===== src/rtl/cb_deseg.sv =====
// cb_deseg: receive-side code block desegmentation.
// Checks the CRC24B of each code block, strips filler and CRC bytes, and
// re-emits the transport block as a contiguous byte stream one cycle after
// each accepted input byte. size_err and framing_err are registered and
// appear alongside the output slot of the byte that triggered them.
module cb_deseg #(
   parameter int          KPLUS_BYTES  = 768,
   parameter int          KMINUS_BYTES = 760,
   parameter logic [23:0] CRC_POLY     = 24'h800063
) (
   input  logic       clk,
   input  logic       reset,
   input  logic       cfg_valid,
   input  logic [5:0] cfg_num_cb,
   input  logic [5:0] cfg_num_minus,
   input  logic [3:0] cfg_fill_bytes,
   output logic       cfg_ready,
   input  logic [7:0] cb_data,
   input  logic       cb_valid,
   input  logic       cb_start,
   input  logic       cb_size,
   output logic [7:0] tb_data,
   output logic       tb_valid,
   output logic       tb_first,
   output logic       tb_last,
   output logic       cb_done,
   output logic       cb_crc_ok,
   output logic       tb_done,
   output logic       tb_crc_err,
   output logic       size_err,
   output logic       framing_err
);

   localparam logic [1:0] S_IDLE  = 2'd0;
   localparam logic [1:0] S_WAIT  = 2'd1;
   localparam logic [1:0] S_RECV  = 2'd2;
   localparam logic [1:0] S_CHECK = 2'd3;

   localparam logic [9:0] KPLUS_LEN  = 10'(KPLUS_BYTES);
   localparam logic [9:0] KMINUS_LEN = 10'(KMINUS_BYTES);

   logic [1:0]  state_reg;
   logic [5:0]  num_cb_reg;
   logic [5:0]  num_minus_reg;
   logic [3:0]  fill_reg;
   logic [5:0]  idx_reg;
   logic [9:0]  byte_cnt_reg;
   logic [23:0] crc_reg;
   logic        crc_err_reg;
   logic [7:0]  tb_data_reg;
   logic        tb_valid_reg;
   logic        tb_first_reg;
   logic        tb_last_reg;
   logic        size_err_reg;
   logic        framing_err_reg;

   logic        single_cb;
   logic        exp_size;
   logic [9:0]  blk_len;
   logic [9:0]  data_len;
   logic        is_last_cb;
   logic        accept;
   logic        framing;
   logic [9:0]  pos;
   logic        filler;
   logic        fwd;
   logic        blk_end;
   logic        crc_ok;
   logic        cfg_legal;
   logic [23:0] crc_seed;
   logic [8:0][23:0] crc_stage;

   // Per-byte decode: where the incoming byte sits in the current block.
   always_comb begin
      single_cb  = (num_cb_reg == 6'd1);
      exp_size   = (idx_reg >= num_minus_reg);
      blk_len    = exp_size ? KPLUS_LEN : KMINUS_LEN;
      // A single-block TB carries its TB CRC through unchecked.
      data_len   = single_cb ? blk_len : blk_len - 10'd3;
      is_last_cb = (idx_reg == num_cb_reg - 6'd1);
      accept     = cb_valid && (((state_reg == S_WAIT) && cb_start) || (state_reg == S_RECV));
      framing    = cb_valid && cb_start && (state_reg == S_RECV) && (byte_cnt_reg != 10'd0);
      // A start flag always restarts the block at byte 0.
      pos        = cb_start ? 10'd0 : byte_cnt_reg;
      filler     = (idx_reg == 6'd0) && (pos < {6'd0, fill_reg});
      fwd        = accept && (pos < data_len) && !filler;
      blk_end    = accept && (pos == blk_len - 10'd1);
      crc_seed   = cb_start ? 24'd0 : crc_reg;
      crc_ok     = single_cb || (crc_reg == 24'd0);
      cfg_legal  = (cfg_num_cb != 6'd0) && (cfg_num_minus <= cfg_num_cb);
   end

   // Byte-wide CRC24B step, MSB of the byte first, unrolled one bit per stage.
   assign crc_stage[0] = crc_seed;
   generate
      for (genvar gi = 0; gi < 8; gi++) begin : g_crc
         logic fb;
         assign fb = crc_stage[gi][23] ^ cb_data[7-gi];
         assign crc_stage[gi+1] = {crc_stage[gi][22:0], 1'b0} ^ (fb ? CRC_POLY : 24'd0);
      end
   endgenerate

   // Block sequencing: config latch, byte counting, CRC accumulation, block check.
   always_ff @(posedge clk or negedge reset) begin
      if (!reset) begin
         state_reg     <= S_IDLE;
         num_cb_reg    <= 6'd0;
         num_minus_reg <= 6'd0;
         fill_reg      <= 4'd0;
         idx_reg       <= 6'd0;
         byte_cnt_reg  <= 10'd0;
         crc_reg       <= 24'd0;
         crc_err_reg   <= 1'b0;
      end else begin
         case (state_reg)
            S_IDLE: begin
               if (cfg_valid && cfg_legal) begin
                  num_cb_reg    <= cfg_num_cb;
                  num_minus_reg <= cfg_num_minus;
                  fill_reg      <= cfg_fill_bytes;
                  idx_reg       <= 6'd0;
                  byte_cnt_reg  <= 10'd0;
                  crc_err_reg   <= 1'b0;
                  state_reg     <= S_WAIT;
               end
            end
            S_WAIT, S_RECV: begin
               if (accept) begin
                  crc_reg <= crc_stage[8];
                  if (blk_end) begin
                     byte_cnt_reg <= 10'd0;
                     state_reg    <= S_CHECK;
                  end else begin
                     byte_cnt_reg <= pos + 10'd1;
                     state_reg    <= S_RECV;
                  end
               end
            end
            default: begin
               if (!crc_ok) crc_err_reg <= 1'b1;
               idx_reg   <= idx_reg + 6'd1;
               state_reg <= is_last_cb ? S_IDLE : S_WAIT;
            end
         endcase
      end
   end

   // Registered output stream and error pulses, one cycle behind the input byte.
   always_ff @(posedge clk or negedge reset) begin
      if (!reset) begin
         tb_data_reg     <= 8'd0;
         tb_valid_reg    <= 1'b0;
         tb_first_reg    <= 1'b0;
         tb_last_reg     <= 1'b0;
         size_err_reg    <= 1'b0;
         framing_err_reg <= 1'b0;
      end else begin
         tb_valid_reg    <= fwd;
         if (fwd) tb_data_reg <= cb_data;
         tb_first_reg    <= fwd && (idx_reg == 6'd0) && (pos == {6'd0, fill_reg});
         tb_last_reg     <= fwd && is_last_cb && (pos == data_len - 10'd1);
         size_err_reg    <= accept && cb_start && (cb_size != exp_size);
         framing_err_reg <= framing;
      end
   end

   assign cfg_ready   = (state_reg == S_IDLE);
   assign cb_done     = (state_reg == S_CHECK);
   assign cb_crc_ok   = (state_reg == S_CHECK) && crc_ok;
   assign tb_done     = (state_reg == S_CHECK) && is_last_cb;
   assign tb_crc_err  = crc_err_reg || ((state_reg == S_CHECK) && !crc_ok);
   assign tb_data     = tb_data_reg;
   assign tb_valid    = tb_valid_reg;
   assign tb_first    = tb_first_reg;
   assign tb_last     = tb_last_reg;
   assign size_err    = size_err_reg;
   assign framing_err = framing_err_reg;

endmodule


===== config.mk =====
export PLATFORM = sky130hd
export DESIGN_NAME = cb_deseg
export DESIGN_NICKNAME = d
export VERILOG_FILES = /design/src/rtl/cb_deseg.sv
export SDC_FILE = /design/constraint.sdc
export NUM_CORES = 1
export LEC_CHECK = 0
export ABC_AREA = 1
export BUFFER_PORTS_ARGS = -buffer_cell sky130_fd_sc_hd__buf_2
export CORE_MARGIN = 5
export CORE_UTILIZATION = 52
export CTS_CLUSTER_SIZE = 30
export DETAILED_ROUTE_END_ITERATION = 7
export GPL_TIMING_DRIVEN = 0
export PLACE_DENSITY = 0.73
export SETUP_SLACK_MARGIN = 0.1
export SLEW_MARGIN = 20
export SYNTH_ARGS = -nofsm -noshare
export SYNTH_HDL_FRONTEND = slang
export SYNTH_SLANG_ARGS = --single-unit

===== constraint.sdc =====
create_clock -name clk -period 3.8 [get_ports clk]
set_input_delay 0.19 -clock clk [delete_from_list [all_inputs] [get_ports clk]]
set_output_delay 0.19 -clock clk [all_outputs]
set_load 0.05 [all_outputs]

== After elaboration in Yosys (flattened, before gate mapping) ==
Index checks and enable logic that the tools add are counted.
Widths: inputs -> output; s select.

* Logic and storage cells: 117
* Output and inout port bits: 18
* Input bits: 30
* Flip-flop bits (word level): 72

* Muxes and demuxes: 26
* Bitwise logic cells: 17
* Equality and inequality tests: 12
* Reductions and logical operators: 38
* Add/sub/neg operators: 6
* $lt $le $gt $ge: 4

{| class="wikitable"
|+ Operators by type and width
! cell !! count
|-
| $mux 24 || 9
|-
| $xor 24x24->24 || 8
|-
| $mux 10 || 5
|-
| $logic_not 24->1 || 1
|-
| $eq 10x10->1 || 2
|-
| $logic_and 1x1->1 || 20
|-
| $pmux 10 s2 || 1
|-
| $sub 10x1->10 const B || 2
|-
| $pmux 6 s2 || 1
|-
| $add 10x1->10 const B || 1
|-
| $eq 10x4->1 || 1
|-
| $lt 10x10->1 || 1
|-
| $lt 10x4->1 || 1
|-
| $reduce_bool 10->1 || 1
|-
| $sub 10x2->10 const B || 1
|-
| $mux 9 || 1
|-
| $reduce_and 2->1 || 4
|-
| $xor 1x1->1 || 8
|-
| $add 6x1->6 const B || 1
|-
| $eq 6x1->1 const B || 1
|-
| $eq 6x6->1 || 1
|-
| $ge 6x6->1 || 1
|-
| $le 6x6->1 || 1
|-
| $logic_not 6->1 || 1
|-
| other kinds (19) || 29
|}

== Logic depth before layout (Yosys ltp) ==
Gate-level depths: netlist of the first run.

* Depth in word-level cells: 25
* Mapped depth: 18
* Depth with buffers taken out: 18

== Least setup slack after synthesis of the first run ==
No wires, ideal clock.

* Kind: register to register
* Start point: register idx_reg[1]
* End point: register tb_data_reg[0] (netlist: tb_data[0])
* Cell stages (with the launch flop): 18
* Data arrival time: 2.571 ns
* Clock period less this slack: 2.690 ns
* Data required time: 3.681 ns
* Setup slack: 1.110 ns
* Path buffers: 0
* Library setup time: 0.119 ns
* Path through: dfrtp_1 ha_1 inv_1 nor2_1 o21ai_0 nand3_1 ha_1 inv_1 ha_1 a21o_1 nand2_1 nand3_1 nand2_1 nand2_1 nor2_4 nand2_4 nand2_1 nand2_1

* Longest elaborated chain between the ends: 7
* Elaborated cells between the ends (all ways): 10
* Those cells by class: add/sub (1); order compare (2); mux (2); reduce/logical (5)

{| class="wikitable"
|+ RTL lines
! element !! RTL line !! text
|-
| start, declared || 46 || <nowiki>logic [5:0] idx_reg;</nowiki>
|-
| start signal, assigned || 141 || <nowiki>idx_reg <= idx_reg + 6'd1;</nowiki>
|-
| $ge 6x6->1 || 76 || <nowiki>exp_size = (idx_reg >= num_minus_reg);</nowiki>
|-
| $mux 9 || 77 || <nowiki>blk_len = exp_size ? KPLUS_LEN : KMINUS_LEN;</nowiki>
|-
| $sub 10x2->10 || 79 || <nowiki>data_len = single_cb ? blk_len : blk_len - 10'd3;</nowiki>
|-
| $mux 10 || 79 ||
|-
| $lt 10x10->1 || 86 || <nowiki>fwd = accept && (pos < data_len) && !filler;</nowiki>
|-
| $logic_and 1x1->1 || 86 ||
|-
| $logic_and 1x1->1 (*) || 86 ||
|-
| end signal, assigned || 159 || <nowiki>if (fwd) tb_data_reg <= cb_data;</nowiki>
|-
| end, declared || 50 || <nowiki>logic [7:0] tb_data_reg;</nowiki>
|}

Every way passes the cells marked *; elsewhere a longest branch is shown, timed or not.
A chain may end at the register's enable or synchronous reset.

== Worst setup path in the final report of the first run ==
* Start point: register idx_reg[5]
* End point: register tb_data_reg[2] (netlist: tb_data[2])

The elaborated chain is that of the path after synthesis.

==> flow_summary_export.csv, run 1 <==
group,metric,value,unit
status,status,"complete, no violations",
setup_path,crit_path_max_incr_delay,0.49,ns
layout,num-fill-cells,786,
placement,port_buffers,47,
cts,cts_buffers,9,
setup_path,critPathKind,"flip-flop to flip-flop",
power,p_per_area,708,nW/µm²
global_route,grt_pass1_vias,4055,
drt,routed_wl,11300,µm
sta,hold_viol_final,0,
layout,fin_nets,730,
cts,h-tree-depth,3,
global_route,grt_util_all_layers,0.209,
layout,syn_to_final_growth,12.9,%
layout,n_antenna_cell,0,
floorplan,num_rows,34,
layout,final_common_cell,"nand2_1",
setup_path,cp_common_cell,"nand2_1",
sta,rsz0062_at_grt,"no",
sta,slew_headroom,0.648,
global_route,grt-ovfl-total,0,
sta,fmax,318,MHz
global_route,grt_start_max_net_pins,41,
cts,clock-sinks,72,
cts,cts-root-buf,"clkbuf_8",
floorplan,core,8720,µm²
synth,synth_seq_cells,72,
layout,drive_gt1_frac,0.145,
setup_path,critPathTopFamily,"simple AND/OR/NAND/NOR gates",
global_route,grt_pass1_wl,19000,µm
synth,synth_area_leaders,"dfrtp_1, nand2_1, ha_1, nand3_1, inv_1",
hold_path,hold_class,"input pin to flip-flop",
synth,seq_area_frac_synth,0.389,
setup_path,critPathBufInv,1,
floorplan,die_w,104,µm
sta,slew_violations,0,
placement,dp_hpwl,8760,µm
layout,largest_reg_flops,24,
drt,vias,4259,
placement,pre_cts_slack,0.688,ns
power,power.total,3.70,mW
job,cap_violations,0,
sta,setup_ws,0.654,ns
setup_path,startpoint_type,"flip-flop",
setup_path,crit_fanout,10,
global_route,antenna_found_initial,0,
drt,avgRoutedWirePerCell,14.4,µm
synth,netlist.area_leader.share,0.389,
layout,final_cell_mix,"nand2_1, inv_1, dfrtp_1",
sta,finalClockSkew,0.0135,ns
setup_path,critPathArrivalTime,3.39,ns
layout,final_util,0.600,
floorplan,io_pins,48,
synth,syn-cell-area,4630,µm²
cts,clkLatencyLatePin,0.35,ns
cts,cts-resized-gates,0,
floorplan,fp.dieH,104,µm
drt,drtAntennaViolNets,0,
synth,syn_avg_cell_area,7.61,µm²
cts,cts_tree,"built",
synth,yosysWarnings,0,
floorplan,dieArea,10900,µm²
power,vdd_drop_max,0.635,mV
drt,drt_iter0_markers,309,
setup_path,required,4.04,ns
synth,synth_cell_types,41,
cts,cts_buffer_depth,2,
placement,globalplace.congestion,0.931,
sta,fin_setup_tns,0,ns
drt,dr.pass1.iters,5,
cts,ctsHoldBuffers,1,
setup_path,cp-end-kind,"flip-flop",
drt,routed_via_density,5.45,
synth,syn-num-nets,670,
drt,drc_errors,0,
sta,fin_crit,3.15,ns
sta,setup_viol,0,
setup_path,cp_slowest_cell,"dfrtp_1",
floorplan,start_util,0.531,
power,p_leak,2.71,nW
sta,tightest_slew,0.528,ns
synth,postSynthCellCount,609,
setup_path,crit_path_cell_trace,"ha_1 > nand2_1 > nor2_1 > o21ai_0 > nand3_1 > ha_1 > inv_1 > ha_1 > a21o_1 > nand2_1 > nand3_1 > nand2_1 > nand2_1 > nor2_4 > nand2_4 > nand2_1 > nand2_1",
sta,fin_crit_sh,0.828,
sta,holdWs,0.0190,ns
cts,path_clk_slew,0.08,ns
synth,synth_area_leader_cell,"dfrtp_1",
cts,cts_post_setup_buffers_inserted,0,
==> report_power, final <==
group          leakage [nW]  internal (mW)  switching [mW]
combinational          1.70          0.585            1.23
clock                0.0851          0.306           0.307
sequential            0.923           1.05           0.227
==> area by class of cell <==
class / instances / area [µm²] / share of cell area
multi-input cells: 444 / 2450 / 0.469
repair buffers: 49 / 268 / 0.0512
plain buffers: 14 / 77.6 / 0.0148
clock buffers: 10 / 128 / 0.0244
well taps: 108 / 135 / 0.0258
inverters: 79 / 299 / 0.0572
clock inverters: 6 / 68.8 / 0.0132
flip-flops and latches: 72 / 1800 / 0.344
==> path summary, 6_finish.rpt <==
| kind | slack (ns) | cells past startpoint | to | startpoint |
|---|---|---|---|---|
| hold reg to reg | 0.47 | 2 | tb_data[7] | tb_data[7] |
| min in group asynchronous | 0.34 | 2 | tb_valid | reset |
| setup / recovery | 0.65 | 17 | tb_data[2] | idx_reg[5] |
| setup reg to reg | 0.65 | 17 | tb_data[2] | idx_reg[5] |
| hold / removal | 0.02 | 2 | size_err | cb_size |
| max in group asynchronous | 2.88 | 3 | idx_reg[0] | reset |
==> through the flow <==
stage / instance area, µm² / cells
after floorplan: 4630 / 609
after global placement: 5000 / 764
after detailed placement: 5020 / 765
after CTS: 5230 / 782
after global routing: 5230 / 782
final: 5230 / 782
==> kinds of logic after synthesis <==
group,after synthesis,share of synthesized area
fa+ha+maj,31,0.0837
mux,1,0.00243
flops,72,0.389
simple gates,313,0.308
xor+xnor,25,0.0473
compound gates,74,0.0878
buf+inv,93,0.0813
==> synthesized netlist by cell type, drive strengths merged <==
cell type,count
nand3b,5
or3,1
inv,78
a41oi,1
a21boi,1
nand2,177
nor3b,2
mux2,1
a211oi,2
o21a,3
a21o,1
o21bai,1
nor3,6
nand3,60
o31ai,4
buf,6
nand4,10
a21oi,11
nor2,42
a22oi,1
xnor2,5
ha,31
dfrtp,72
xor2,20
clkinv,1
clkbuf,8
o21ai,49
or2,3
nor4,7
==> layer usage <==
metal / vias to the layer above / wire (µm) / GRT usage
li1: 2094 / - / -
met1: 2001 / 5040 / 0.285
met2: 145 / 5270 / 0.339
met3: 19 / 779 / 0.0410
met4: 0 / 173 / 0.0583
met5: - / 0 / 0
No activity file was read; power rests on OpenSTA's default activity.
==> run 2: changes to the inputs <==
Settings changed: PLACE_DENSITY 0.73 to 0.76.
Clock period 3.8 ns to 2.8 ns, I/O delays scaled along.
==> run 2 against run 1 <==
Register-to-register slack worse by 0.56 ns; non-clock buffer count is 18 higher; largest power group unchanged; power is 43% higher.
==> flow_summary_export.csv, run 2 (synthesis results as in run 1) <==
group,metric,value,unit
floorplan,core,8720,µm²
floorplan,start_util,0.531,
setup_path,crit_path_cell_trace,"inv_1 > ha_1 > nand2_1 > nor2_1 > nand3_2 > nand3_4 > ha_4 > inv_2 > ha_4 > nand2_1 > a211oi_1 > a21oi_1 > nand2_2 > nor2_4 > buf_12 > buf_12 > nand3_1 > nand2_1",
drt,drt_iter0_markers,307,
layout,fin_cells,801,
status,status,"complete, no violations",
sta,rsz0062_at_grt,"yes",
setup_path,cp_common_cell,"nand2_1",
drt,dr.pass1.iters,5,
layout,final_common_cell,"nand2_1",
drt,routed_wl,12100,µm
cts,clkLatencyLatePin,0.35,ns
cts,cts_buffer_depth,2,
drt,drtAntennaViolNets,0,
drt,drc_errors,0,
cts,cts-root-buf,"clkbuf_8",
floorplan,die_w,104,µm
hold_path,min_path_cells,3,
placement,dp_hpwl,8550,µm
global_route,grt-ovfl-total,0,
cts,clock-sinks,72,
layout,num-fill-cells,726,
cts,path_clk_slew,0.08,ns
cts,cts_tree,"built",
layout,final_cell_mix,"nand2_1, inv_1, dfrtp_1",
cts,h-tree-depth,3,
global_route,antenna_found_initial,0,
sta,slew_headroom,0.559,
sta,slew_violations,0,
setup_path,crit_fanout,6,
power,vdd_drop_max,0.735,mV
sta,fin_setup_tns,0,ns
power,comb_power_share,0.534,
setup_path,required,3.05,ns
sta,holdWs,0.0213,ns
layout,multi_input_area,2630,µm²
placement,port_buffers,47,
setup_path,startpoint_type,"flip-flop",
power,p_per_area,949,nW/µm²
power,p_int,2.73,mW
sta,fin_crit_sh,0.967,
setup_path,cp_slowest_cell,"dfrtp_2",
drt,vias,4341,
sta,finalClockSkew,0.0129,ns
placement,placed_cells,765,
global_route,grt_util_all_layers,0.221,
setup_path,crit_path_max_incr_delay,0.38,ns
sta,fin_crit,2.71,ns
power,p_switching,2.55,mW
layout,drive_gt1_frac,0.214,
layout,syn_to_final_growth,20.1,%
floorplan,fp.dieH,104,µm
sta,setup_viol,0,
global_route,grt_start_max_net_pins,40,
power,p_leak,2.80,nW
cts,cts_buffers,9,
hold_path,hold_class,"input pin to flip-flop",
power,sequentialPowerShare,0.325,
job,cap_violations,0,
floorplan,dieArea,10900,µm²
layout,regArea,1810,µm²
setup_path,critPathKind,"flip-flop to flip-flop",
sta,hold_viol_final,0,
layout,fin_nets,749,
setup_path,critPathArrivalTime,2.96,ns
setup_path,worstRegToRegCells,18,
power,power_frac_clock,0.141,
global_route,grt_pass1_wl,19900,µm
sta,fmax,369,MHz
drt,routed_via_density,5.42,
sta,tightest_slew,0.661,ns
drt,avgRoutedWirePerCell,15.1,µm
global_route,grt_pass1_vias,4218,
setup_path,cp-end-kind,"flip-flop",
layout,n_antenna_cell,0,
floorplan,io_pins,48,
floorplan,num_rows,34,
power,swShare,0.483,
placement,globalplace.congestion,0.855,
layout,largest_reg_flops,24,
==> run 2: changes by cell type in the layout (fill, tap and decap cells not counted), sizes merged <==
cell | before | now
buf | 54 | 68
bufinv | 1 | 0
clkinv | 1 | 3
clkinvlp | 4 | 3
dlygate4sd3 | 1 | 5
nand2 | 177 | 178
==> run 2: worst paths after layout <==
path	from	endpoint	slack (ns)
max	idx_reg[0]	tb_data[1]	0.09
min	cfg_num_cb[3]	num_cb_reg[3]	0.02
max reg2reg	idx_reg[0]	tb_data[1]	0.09
min reg2reg	tb_data[1]	tb_data[1]	0.47
max in group asynchronous	reset	crc_reg[22]	1.92
min in group asynchronous	reset	tb_data[3]	0.29
==> run 2: power groups by stage <==
stage | Sequential (mW) | Combinational [mW] | Clock, mW
finish | 1.72 | 2.82 | 0.746
global route | 1.76 | 3.14 | 0.809
CTS | 1.70 | 2.67 | 0.754
detailed placement | 1.74 | 2.43 | 0
global placement | 1.73 | 2.36 | 0
floorplan | 1.88 | 1.66 | 0
==> run 2: worst max-delay path, delay by kind of cell (launching register included) <==
family                   cells  cell delay (ns)
AO/OA/AOI/OAI                2             0.32
flip-flops                   1             0.38
AND/OR/NAND/NOR              9             0.78
buffers and inverters        4             0.39
adder cells (fa/ha/maj)      3             0.70
==> run 2: cell type report <==
type | instances | area share
tap | 108 | 0.0243
clock buffer | 10 | 0.0229
buffer | 14 | 0.0139
multi-input combinational | 445 | 0.472
inverter | 79 | 0.0538
sequential | 72 | 0.325
clock inverter | 6 | 0.00810
timing repair buffer | 67 | 0.0794
==> run 2: stage by stage <==
| stage | instance area (µm²) | util | total power [mW] | worst slack (ns) |
|---|---|---|---|---|
| after floorplan | 4630 | - | 3.54 | 0.110 |
| after global placement | 5000 | 0.574 | 4.09 | -0.263 |
| after detailed placement | 5020 | 0.576 | 4.17 | -0.339 |
| after CTS | 5460 | 0.626 | 5.12 | 0.101 |
| after global routing | 5560 | 0.638 | 5.71 | -0.0210 |
| final | 5560 | 0.638 | 5.28 | 0.0925 |
==> run 2: timing repair <==
action | CTS | global route
gates resized for setup | 24 | 16
setup endpoints to repair | 11 | 11
hold endpoints to repair | 42 | 0
pin swaps | 14 | 17
buffers inserted | 11 | 3
cloned | 1 | 0
hold buffers | 5 | 0
==> run 2: metal layers <==
| layer | track usage | wire [µm] | up-vias |
|---|---|---|---|
| li1 | - | - | 2127 |
| met1 | 0.305 | 5260 | 2051 |
| met5 | 0 | 0 | - |
| met3 | 0.0478 | 879 | 15 |
| met4 | 0.0703 | 175 | 0 |
| met2 | 0.345 | 5820 | 148 |
